==> config.mk <==
export PLATFORM = sky130hd
export DESIGN_NAME = cs_resolve_mod
export DESIGN_NICKNAME = d
export VERILOG_FILES = /design/src/rtl/cs_resolve_mod.sv
export SDC_FILE = /design/constraint.sdc
export NUM_CORES = 2
export LEC_CHECK = 0
export ABC_AREA = 1
export CAP_MARGIN = 20
export CORE_AREA = 2 2 403 405
export DETAILED_ROUTE_END_ITERATION = 16
export DIE_AREA = 0 0 405 407
export DONT_BUFFER_PORTS = 1
export PLACE_DENSITY = 0.57
export SLEW_MARGIN = 20
export SYNTH_ARGS = -nofsm -noshare
export SYNTH_HDL_FRONTEND = slang
export SYNTH_SLANG_ARGS = --single-unit
==> constraint.sdc <==
create_clock -name i_clk -period 127.4 [get_ports i_clk]
set_clock_uncertainty 0.05 [all_clocks]
set_input_delay 19.11 -clock i_clk [delete_from_list [all_inputs] [get_ports i_clk]]
set_output_delay 19.11 -clock i_clk [all_outputs]
set_load 0.02 [all_outputs]
==> src/rtl/cs_resolve_mod.sv <==
// cs_resolve_mod: resolves a carry-save pair (S, C) to binary with a chunked
// multi-cycle carry-propagate adder, then reduces the value into [0, Q).
// The adder and the trial subtraction of Q run side by side, LSB chunk first,
// so the final borrow selects V or V-Q without a second pass.
// Optional feature macro: CS_RESOLVE_RANGE_CHK_EN adds o_range_err, which
// flags inputs that break the V < 2Q contract.
module cs_resolve_mod #(
  parameter int WIDTH = 255,
  parameter int CHUNK = 32
) (
  input  logic             i_clk,
  input  logic             i_rst,
  input  logic             i_in_valid,
  output logic             o_in_ready,
  input  logic [WIDTH:0]   i_sum,
  input  logic [WIDTH:0]   i_carry,
  input  logic [WIDTH-1:0] i_q,
  output logic             o_out_valid,
  input  logic             i_out_ready,
  output logic [WIDTH-1:0] o_result
`ifdef CS_RESOLVE_RANGE_CHK_EN
  ,
  output logic             o_range_err
`endif
);

  localparam int W1        = WIDTH + 1;
  localparam int NCH       = (W1 + CHUNK - 1) / CHUNK;
  localparam int PW        = NCH * CHUNK;
  localparam int CW        = $clog2(NCH + 1);
  localparam int LAST_BITS = W1 - (NCH - 1) * CHUNK;

  // Bits of the top chunk that lie inside the WIDTH+1 value; the rest are padding.
  function automatic logic [CHUNK-1:0] last_mask_f();
    logic [CHUNK-1:0] m;
    m = '0;
    for (int i = 0; i < CHUNK; i++) begin
      m[i] = (i < LAST_BITS);
    end
    return m;
  endfunction

  localparam logic [CHUNK-1:0] LAST_MASK = last_mask_f();

  // One chunk of the carry-propagate adder; bit CHUNK is the carry-out.
  function automatic logic [CHUNK:0] add_chunk(input logic [CHUNK-1:0] a,
                                               input logic [CHUNK-1:0] b,
                                               input logic             ci);
    return {1'b0, a} + {1'b0, b} + {{CHUNK{1'b0}}, ci};
  endfunction

  // One chunk of a borrow-propagate subtractor; bit CHUNK is the borrow-out.
  function automatic logic [CHUNK:0] sub_chunk(input logic [CHUNK-1:0] a,
                                               input logic [CHUNK-1:0] b,
                                               input logic             bi);
    return {1'b0, a} - {1'b0, b} - {{CHUNK{1'b0}}, bi};
  endfunction

  typedef enum logic [1:0] {
    IDLE = 2'd0,
    RUN  = 2'd1,
    DONE = 2'd2
  } state_t;

  state_t          state_q, state_d;
  logic [PW-1:0]   s_sh_q, s_sh_d;
  logic [PW-1:0]   c_sh_q, c_sh_d;
  logic [PW-1:0]   q_sh_q, q_sh_d;
  logic [PW-1:0]   acc_v_q, acc_v_d;
  logic [PW-1:0]   acc_d_q, acc_d_d;
  logic            cy_q, cy_d;
  logic            bw_q, bw_d;
  logic [CW-1:0]   cnt_q, cnt_d;

  logic [CHUNK:0]   v_full;
  logic [CHUNK:0]   d_full;
  logic [CHUNK-1:0] v_k;
  logic             last_chunk;

`ifdef CS_RESOLVE_RANGE_CHK_EN
  logic             q2c_q, q2c_d;
  logic             bw2_q, bw2_d;
  logic [CHUNK-1:0] tq_k;
  logic [CHUNK:0]   e_full;
`endif

  // Chunk datapath: add the current S/C chunk, then subtract the Q chunk from it.
  always_comb begin
    last_chunk = (cnt_q == CW'(NCH - 1));
    v_full     = add_chunk(s_sh_q[CHUNK-1:0], c_sh_q[CHUNK-1:0], cy_q);
    // The carry out of bit WIDTH is dropped by masking the padding bits.
    v_k        = v_full[CHUNK-1:0] & (last_chunk ? LAST_MASK : {CHUNK{1'b1}});
    d_full     = sub_chunk(v_k, q_sh_q[CHUNK-1:0], bw_q);
`ifdef CS_RESOLVE_RANGE_CHK_EN
    // Chunk of 2Q: Q shifted left by one, MSB of the previous Q chunk enters at bit 0.
    tq_k       = {q_sh_q[CHUNK-2:0], q2c_q};
    e_full     = sub_chunk(v_k, tq_k, bw2_q);
`endif
  end

  // FSM next state and all datapath next-state values.
  always_comb begin
    state_d = state_q;
    s_sh_d  = s_sh_q;
    c_sh_d  = c_sh_q;
    q_sh_d  = q_sh_q;
    acc_v_d = acc_v_q;
    acc_d_d = acc_d_q;
    cy_d    = cy_q;
    bw_d    = bw_q;
    cnt_d   = cnt_q;
`ifdef CS_RESOLVE_RANGE_CHK_EN
    q2c_d   = q2c_q;
    bw2_d   = bw2_q;
`endif
    unique case (state_q)
      IDLE: begin
        if (i_in_valid) begin
          s_sh_d  = PW'(i_sum);
          c_sh_d  = PW'(i_carry);
          q_sh_d  = PW'(i_q);
          cy_d    = 1'b0;
          bw_d    = 1'b0;
          cnt_d   = '0;
`ifdef CS_RESOLVE_RANGE_CHK_EN
          q2c_d   = 1'b0;
          bw2_d   = 1'b0;
`endif
          state_d = RUN;
        end
      end
      RUN: begin
        cy_d    = v_full[CHUNK];
        bw_d    = d_full[CHUNK];
        // Results enter from the top so chunk 0 lands at bit 0 after NCH steps.
        if (NCH > 1) begin
          acc_v_d = {v_k, acc_v_q[PW-1:CHUNK]};
          acc_d_d = {d_full[CHUNK-1:0], acc_d_q[PW-1:CHUNK]};
          s_sh_d  = s_sh_q >> CHUNK;
          c_sh_d  = c_sh_q >> CHUNK;
          q_sh_d  = q_sh_q >> CHUNK;
        end else begin
          acc_v_d = v_k;
          acc_d_d = d_full[CHUNK-1:0];
        end
`ifdef CS_RESOLVE_RANGE_CHK_EN
        q2c_d   = q_sh_q[CHUNK-1];
        bw2_d   = e_full[CHUNK];
`endif
        cnt_d   = cnt_q + CW'(1);
        if (last_chunk) begin
          state_d = DONE;
        end
      end
      DONE: begin
        if (i_out_ready) begin
          state_d = IDLE;
        end
      end
      default: begin
        state_d = IDLE;
      end
    endcase
  end

  // State and datapath registers; reset abandons any operation in flight.
  always_ff @(posedge i_clk or posedge i_rst) begin
    if (i_rst) begin
      state_q <= IDLE;
      s_sh_q  <= '0;
      c_sh_q  <= '0;
      q_sh_q  <= '0;
      acc_v_q <= '0;
      acc_d_q <= '0;
      cy_q    <= 1'b0;
      bw_q    <= 1'b0;
      cnt_q   <= '0;
`ifdef CS_RESOLVE_RANGE_CHK_EN
      q2c_q   <= 1'b0;
      bw2_q   <= 1'b0;
`endif
    end else begin
      state_q <= state_d;
      s_sh_q  <= s_sh_d;
      c_sh_q  <= c_sh_d;
      q_sh_q  <= q_sh_d;
      acc_v_q <= acc_v_d;
      acc_d_q <= acc_d_d;
      cy_q    <= cy_d;
      bw_q    <= bw_d;
      cnt_q   <= cnt_d;
`ifdef CS_RESOLVE_RANGE_CHK_EN
      q2c_q   <= q2c_d;
      bw2_q   <= bw2_d;
`endif
    end
  end

  // Final borrow set means V < Q, so V itself is already reduced.
  assign o_in_ready  = (state_q == IDLE);
  assign o_out_valid = (state_q == DONE);
  assign o_result    = (state_q == DONE) ?
                       (bw_q ? acc_v_q[WIDTH-1:0] : acc_d_q[WIDTH-1:0]) : '0;

`ifdef CS_RESOLVE_RANGE_CHK_EN
  // No final borrow from V - 2Q means V >= 2Q.
  assign o_range_err = (state_q == DONE) & ~bw2_q;
`endif

  // Padding and result bits above WIDTH-1 never reach an output.
  logic unused_bits;
`ifdef CS_RESOLVE_RANGE_CHK_EN
  assign unused_bits = ^{acc_v_q[PW-1:WIDTH], acc_d_q[PW-1:WIDTH], e_full[CHUNK-1:0]};
`else
  assign unused_bits = ^{acc_v_q[PW-1:WIDTH], acc_d_q[PW-1:WIDTH]};
`endif

endmodule

Yosys cells after proc, flatten, opt, wreduce, memory -nomap -nowiden:

Index checks and enable logic that the tools add are counted.
Widths: inputs -> output; s select.

* register bits: 1288
* output and inout bits: 257

* equal/unequal tests: 6
* multiplexer cells: 17
* add/subtract/negate cells: 5
* reduce and logical (&&, ||, !) cells: 4

Operator list (count)
* $pmux 256 s2: 3
* $mux 256: 3
* $mux 255: 2
* $add 32x32->33: 1
* $add 33x1->33: 1
* $sub 32x32->33: 1
* $sub 33x1->33: 1
* $pmux 4 s2: 1
* $mux 2: 3
* $pmux 2 s3: 1
* $add 4x1->4 const B: 1
* $eq 4x3->1 const B: 1
* $mux 4: 1
* $ne 2x2->1 const B: 2
* $pmux 1 s2: 2
* $reduce_and 3->1: 1
* $eq 2x1->1 const B: 1
* $eq 2x2->1 const B: 1
* $logic_not 2->1: 1
* $ne 2x1->1 const B: 1
* $reduce_and 2->1: 1
* $reduce_bool 2->1: 1
* $mux 1: 1

Longest topological paths before layout:

* word-level depth: 5
* mapped depth: 27
* mapped depth without buffers: 27

Worst setup path before layout:

Ideal clock, no wire load.

* path kind: register to output
* start point: register bw_q
* end point: output o_result[244]
* slack: 106598 ps
* path buffers: 3
* required time: 108240 ps
* arrival: 1642 ps
* cell stages (with the launch flop): 7
* cells stage by stage: dfrtp_1 > clkbuf_1 > clkinv_1 > clkbuf_1 > clkbuf_1 > o21ai_0 > a21oi_1

* cells in the longest elaborated chain, start to end: 2

RTL lines
* start, declared: line 72 `logic bw_q, bw_d;`
* start signal, assigned: line 190 `bw_q <= bw_d;`
* $mux 255: line 203 `(bw_q ? acc_v_q[WIDTH-1:0] : acc_d_q[WIDTH-1:0]) : '0;`
* $mux 255: line 202 `assign o_result = (state_q == DONE) ?`
* end, declared: line 20 `output logic [WIDTH-1:0] o_result`

No other way between the ends.

Worst setup path after layout:

* start point: register state_q[1]
* end point: output o_result[144]

* cells in the longest elaborated chain, start to end: 2

RTL lines
* start, declared: line 65 `state_t state_q, state_d;`
* start signal, assigned: line 183 `state_q <= state_d;`
* $eq 2x2->1
* named net o_out_valid: line 18 `output logic o_out_valid,`
* $mux 255: line 202

The timed path passes the listed nets, and every way through them passes these cells.

==> impl_metrics.yaml <==
run_status:
  status: "completed"
final_layout:
  finish.net_count: 8146
  layout.cells.non_filler: 9613
  post_route_cells_drive_above_1_share_pct: 4.04
  area_growth_pct: 10.3
clock_network:
  skew_pair_late_insertion_delay_ns: 0.81
  cts_made_buffers: 146
  clk_pin_slew_ns: 0.06
  maximum_count_of_clock_buffers_along_a_single_path: 3
  post_cts_repair_timing_setup_buffer_count: 0
  cell_chosen_for_the_clock_root: "sky130_fd_sc_hd__clkbuf_16"
  tritoncts: "yes"
  cts_resized: 0
  clock_sinks: 1287
  cts_hold_buf: 0
  htreeDepth: 4
critical_path:
  worst-path-stages: 7
  arrival_ns: 4.31
  critPathMaxFanout: 101
  worst_r2r_endpoint: "s_sh_q[222]$_DFFE_PP0P_"
  critPathSlowestCell: "sky130_fd_sc_hd__buf_4"
  critical-path-max-stage-delay_ns: 0.77
  r2r_slack_ns: 122.97
  cp_common_cell: "sky130_fd_sc_hd__buf_4"
  worstPathBufferInverterCount: 4
  worst_setup_path_startpoint: "state_q[1]$_DFFE_PP0P_"
  worstReg2RegStart: "state_q[0]$_DFFE_PP0P_"
  crit_type: "flop to primary output"
  crit_path_cell_trace: "inv_2 -> nor2_4 -> buf_4 -> buf_4 -> buf_4 -> o21ai_0 -> a21oi_1"
  timing.critical_path.to: "o_result[144]"
  timing.critical_path.from_type: "flop"
  timing.critical_path.max_delay_family: "buffers and inverters"
  worstRegToRegCells: 9
  critical_path_required_ns: 108.24
  cp-end-kind: "primary output"
job:
  drv_cap: 0
route:
  route.antenna.remaining_nets: 0
  vias_per_cell: 5.40
  post-route-drc-count: 0
  routed_wirelength_mm: 243
  detailroute.via_count: 51900
  number_of_search_and_repair_iterations_in_the_first_detailed_routing_pass: 8
  routed_wire_length_per_instance_um: 25.3
  1st_iter_drt_viols: 6542
global_routing:
  grtUsageTotal_pct: 28.7
  first_pass_grt_wire_length_mm: 345
  maximum_number_of_pins_on_one_net_before_global_route_repair: 260
  globalRouteOverflowTotal: 0
  antenna_found_initial: 78
  grt_pass1_vias: 48900
timing:
  final.hold.worst_slack_ns: 0.416
  slew_viol_final: 0
  period_minus_slack_ns: 23.47
  fin_setup_tns_ns: 0
  final-hold-violation-count: 0
  final_min_period_over_clock_period_pct: 18.4
  max_slew.worst_pin.slew_ns: 1.31
  maxSlewHeadroom_pct: 12.6
  grt_setup_unrepaired: "no"
  setup_viol: 0
  fmax_mhz: 42.6
synth:
  syn-cell-area_um2: 60900
  share_of_flip_flops_with_an_asynchronous_set_or_reset_pct: 100
  post-synth-top-count-cell: "sky130_fd_sc_hd__nand2_1"
  dominantRegCellSynth: "sky130_fd_sc_hd__dfrtp_1"
  synth.top_cell.area_share_pct: 52.9
  postSynthNetCount: 8441
  netlist-cell-type-count: 34
  netlist.top_cell.by_area: "sky130_fd_sc_hd__dfrtp_1"
  postSynthRegisterBits: 1287
  yosys-top-cells-area: "sky130_fd_sc_hd__dfrtp_1 53%, sky130_fd_sc_hd__nand2_1 14%, sky130_fd_sc_hd__o21ai_0 7.2%"
  synth.yosys.seq_area_share_pct: 52.9
  yosysWarnings: 0
  synth_cells: 7574
  syn_area_per_cell_um2: 8.04
  post_synth_edffs: 0
  synthTopCellsByCount: "2286 x sky130_fd_sc_hd__nand2_1, 1287 x sky130_fd_sc_hd__dfrtp_1, 881 x sky130_fd_sc_hd__o21ai_0, 742 x sky130_fd_sc_hd__a21oi_1, 710 x sky130_fd_sc_hd__inv_1"
floorplan:
  floorplan.core_area_um2: 160000
  floorplan.initialDensity_pct: 38.0
  die_y_um: 407
  design.portCount: 1028
  die_width_um: 405
  fp.dieArea_um2: 165000
  row_count: 147
power:
  power_per_standard_cell_area_nw_per_um2: 37.5
  worst_ir_drop_vdd_mv: 0.0260
  power.leakage_nw: 31.6
  totalPowerFinal_mw: 2.52
min_path:
  worst_hold_check_path_type: "flop to flop"
  worstHoldStart: "acc_d_q[211]$_DFFE_PP0P_"
placement:
  gp_routability_congestion: 0.959
  port-buffer-count: 0
  detailed_place_hpwl_mm: 180
  place.detailed.instances: 9291
==> cell type report <==
type / instances / area, um2
diodes: 58 / 145
clock buffers: 219 / 4320
clock inverters: 45 / 663
fillers: 16300 / 93000
inverters: 716 / 2720
multi-input cells: 5073 / 23900
flip-flops and latches: 1287 / 32200
well taps: 2160 / 2700
repair buffers: 55 / 528
==> state kept, by name, summed over array words and instances (netlist names), 2 cells and up <==
register	flops
q_sh_q	255
acc_d_q	256
c_sh_q	256
s_sh_q	256
cnt_q	4
state_q	2
acc_v_q	256
==> cell families (layout without fill, tap and decap cells) <==
logic type | count (synthesis) | count (layout) | synth area share [%]
xor gates and xnor gates | 26 | 26 | 0.374
other | 0 | 58 | 0
AOI/OAI and AO/OA | 2049 | 2049 | 18.6
DFF | 1287 | 1287 | 52.9
and+or+nand+nor | 2901 | 2901 | 18.2
buffers and inverters | 1214 | 1035 | 7.88
muxes | 1 | 1 | 0.0164
adders and majority gates | 96 | 96 | 2.02
==> worst min path at each step <==
stage	to	slack (ns)	cells after the start
after floorplan	cnt_q[3]$_DFFE_PP0P_	0.39	1
after global placement	cnt_q[3]$_DFFE_PP0P_	0.41	1
after detailed placement	acc_d_q[17]$_DFFE_PP0P_	0.41	2
after CTS	acc_d_q[153]$_DFFE_PP0P_	0.42	2
after global routing	c_sh_q[113]$_DFFE_PP0P_	0.45	2
final	acc_d_q[179]$_DFFE_PP0P_	0.42	2
==> report_power, final <==
part           switching (mW)  internal, mW  total, mW  leakage [nW]
clock                   0.184         0.252      0.435          2.44
combinational           0.939         0.400       1.34          13.2
sequential              0.139         0.604      0.742          15.9
==> metrics by stage <==
stage | cell area [um2] | utilization, % | setup WS, ns
after detailed placement | 62000 | 38.7 | 103.92
after CTS | 67000 | 41.8 | 103.96
after floorplan | 60900 | - | 71.97
after global placement | 62000 | 38.7 | 103.97
after global routing | 67100 | 41.9 | 103.74
final | 67200 | 41.9 | 103.93
==> tightest hold or removal path: stages, from the launching register on <==
cell	delay, ns
sky130_fd_sc_hd__dfrtp_1	0.34
sky130_fd_sc_hd__nand2_1	0.05
sky130_fd_sc_hd__o21ai_0	0.06
==> layout by cell type, fill, tap and decap left out, types with 69 or more instances in the layout <==
cell                        netlist  layout
sky130_fd_sc_hd__nand2_1       2286    2286
sky130_fd_sc_hd__dfrtp_1       1287    1286
sky130_fd_sc_hd__o21ai_0        881     881
sky130_fd_sc_hd__a21oi_1        742     742
sky130_fd_sc_hd__inv_1          710     709
sky130_fd_sc_hd__nor2_1         512     511
sky130_fd_sc_hd__clkbuf_16        0     146
sky130_fd_sc_hd__o221ai_1       137     137
sky130_fd_sc_hd__o21ai_1        125     125
sky130_fd_sc_hd__ha_1            92      92
sky130_fd_sc_hd__nand3_1         83      83
sky130_fd_sc_hd__a32o_1          69      69
==> per-layer routing <==
metal / part of all wire, % / GRT usage, % / routed length [um] / vias to the layer above
li1: - / - / - / 24100
met1: 39 / 36.1 / 95600 / 25200
met2: 48 / 46.2 / 116000 / 2091
met3: 8.5 / 7.55 / 20800 / 440
met4: 4.3 / 13.1 / 10400 / 38
met5: 0.096 / 0 / 233 / -
Power figures use the tool's default switching activity.
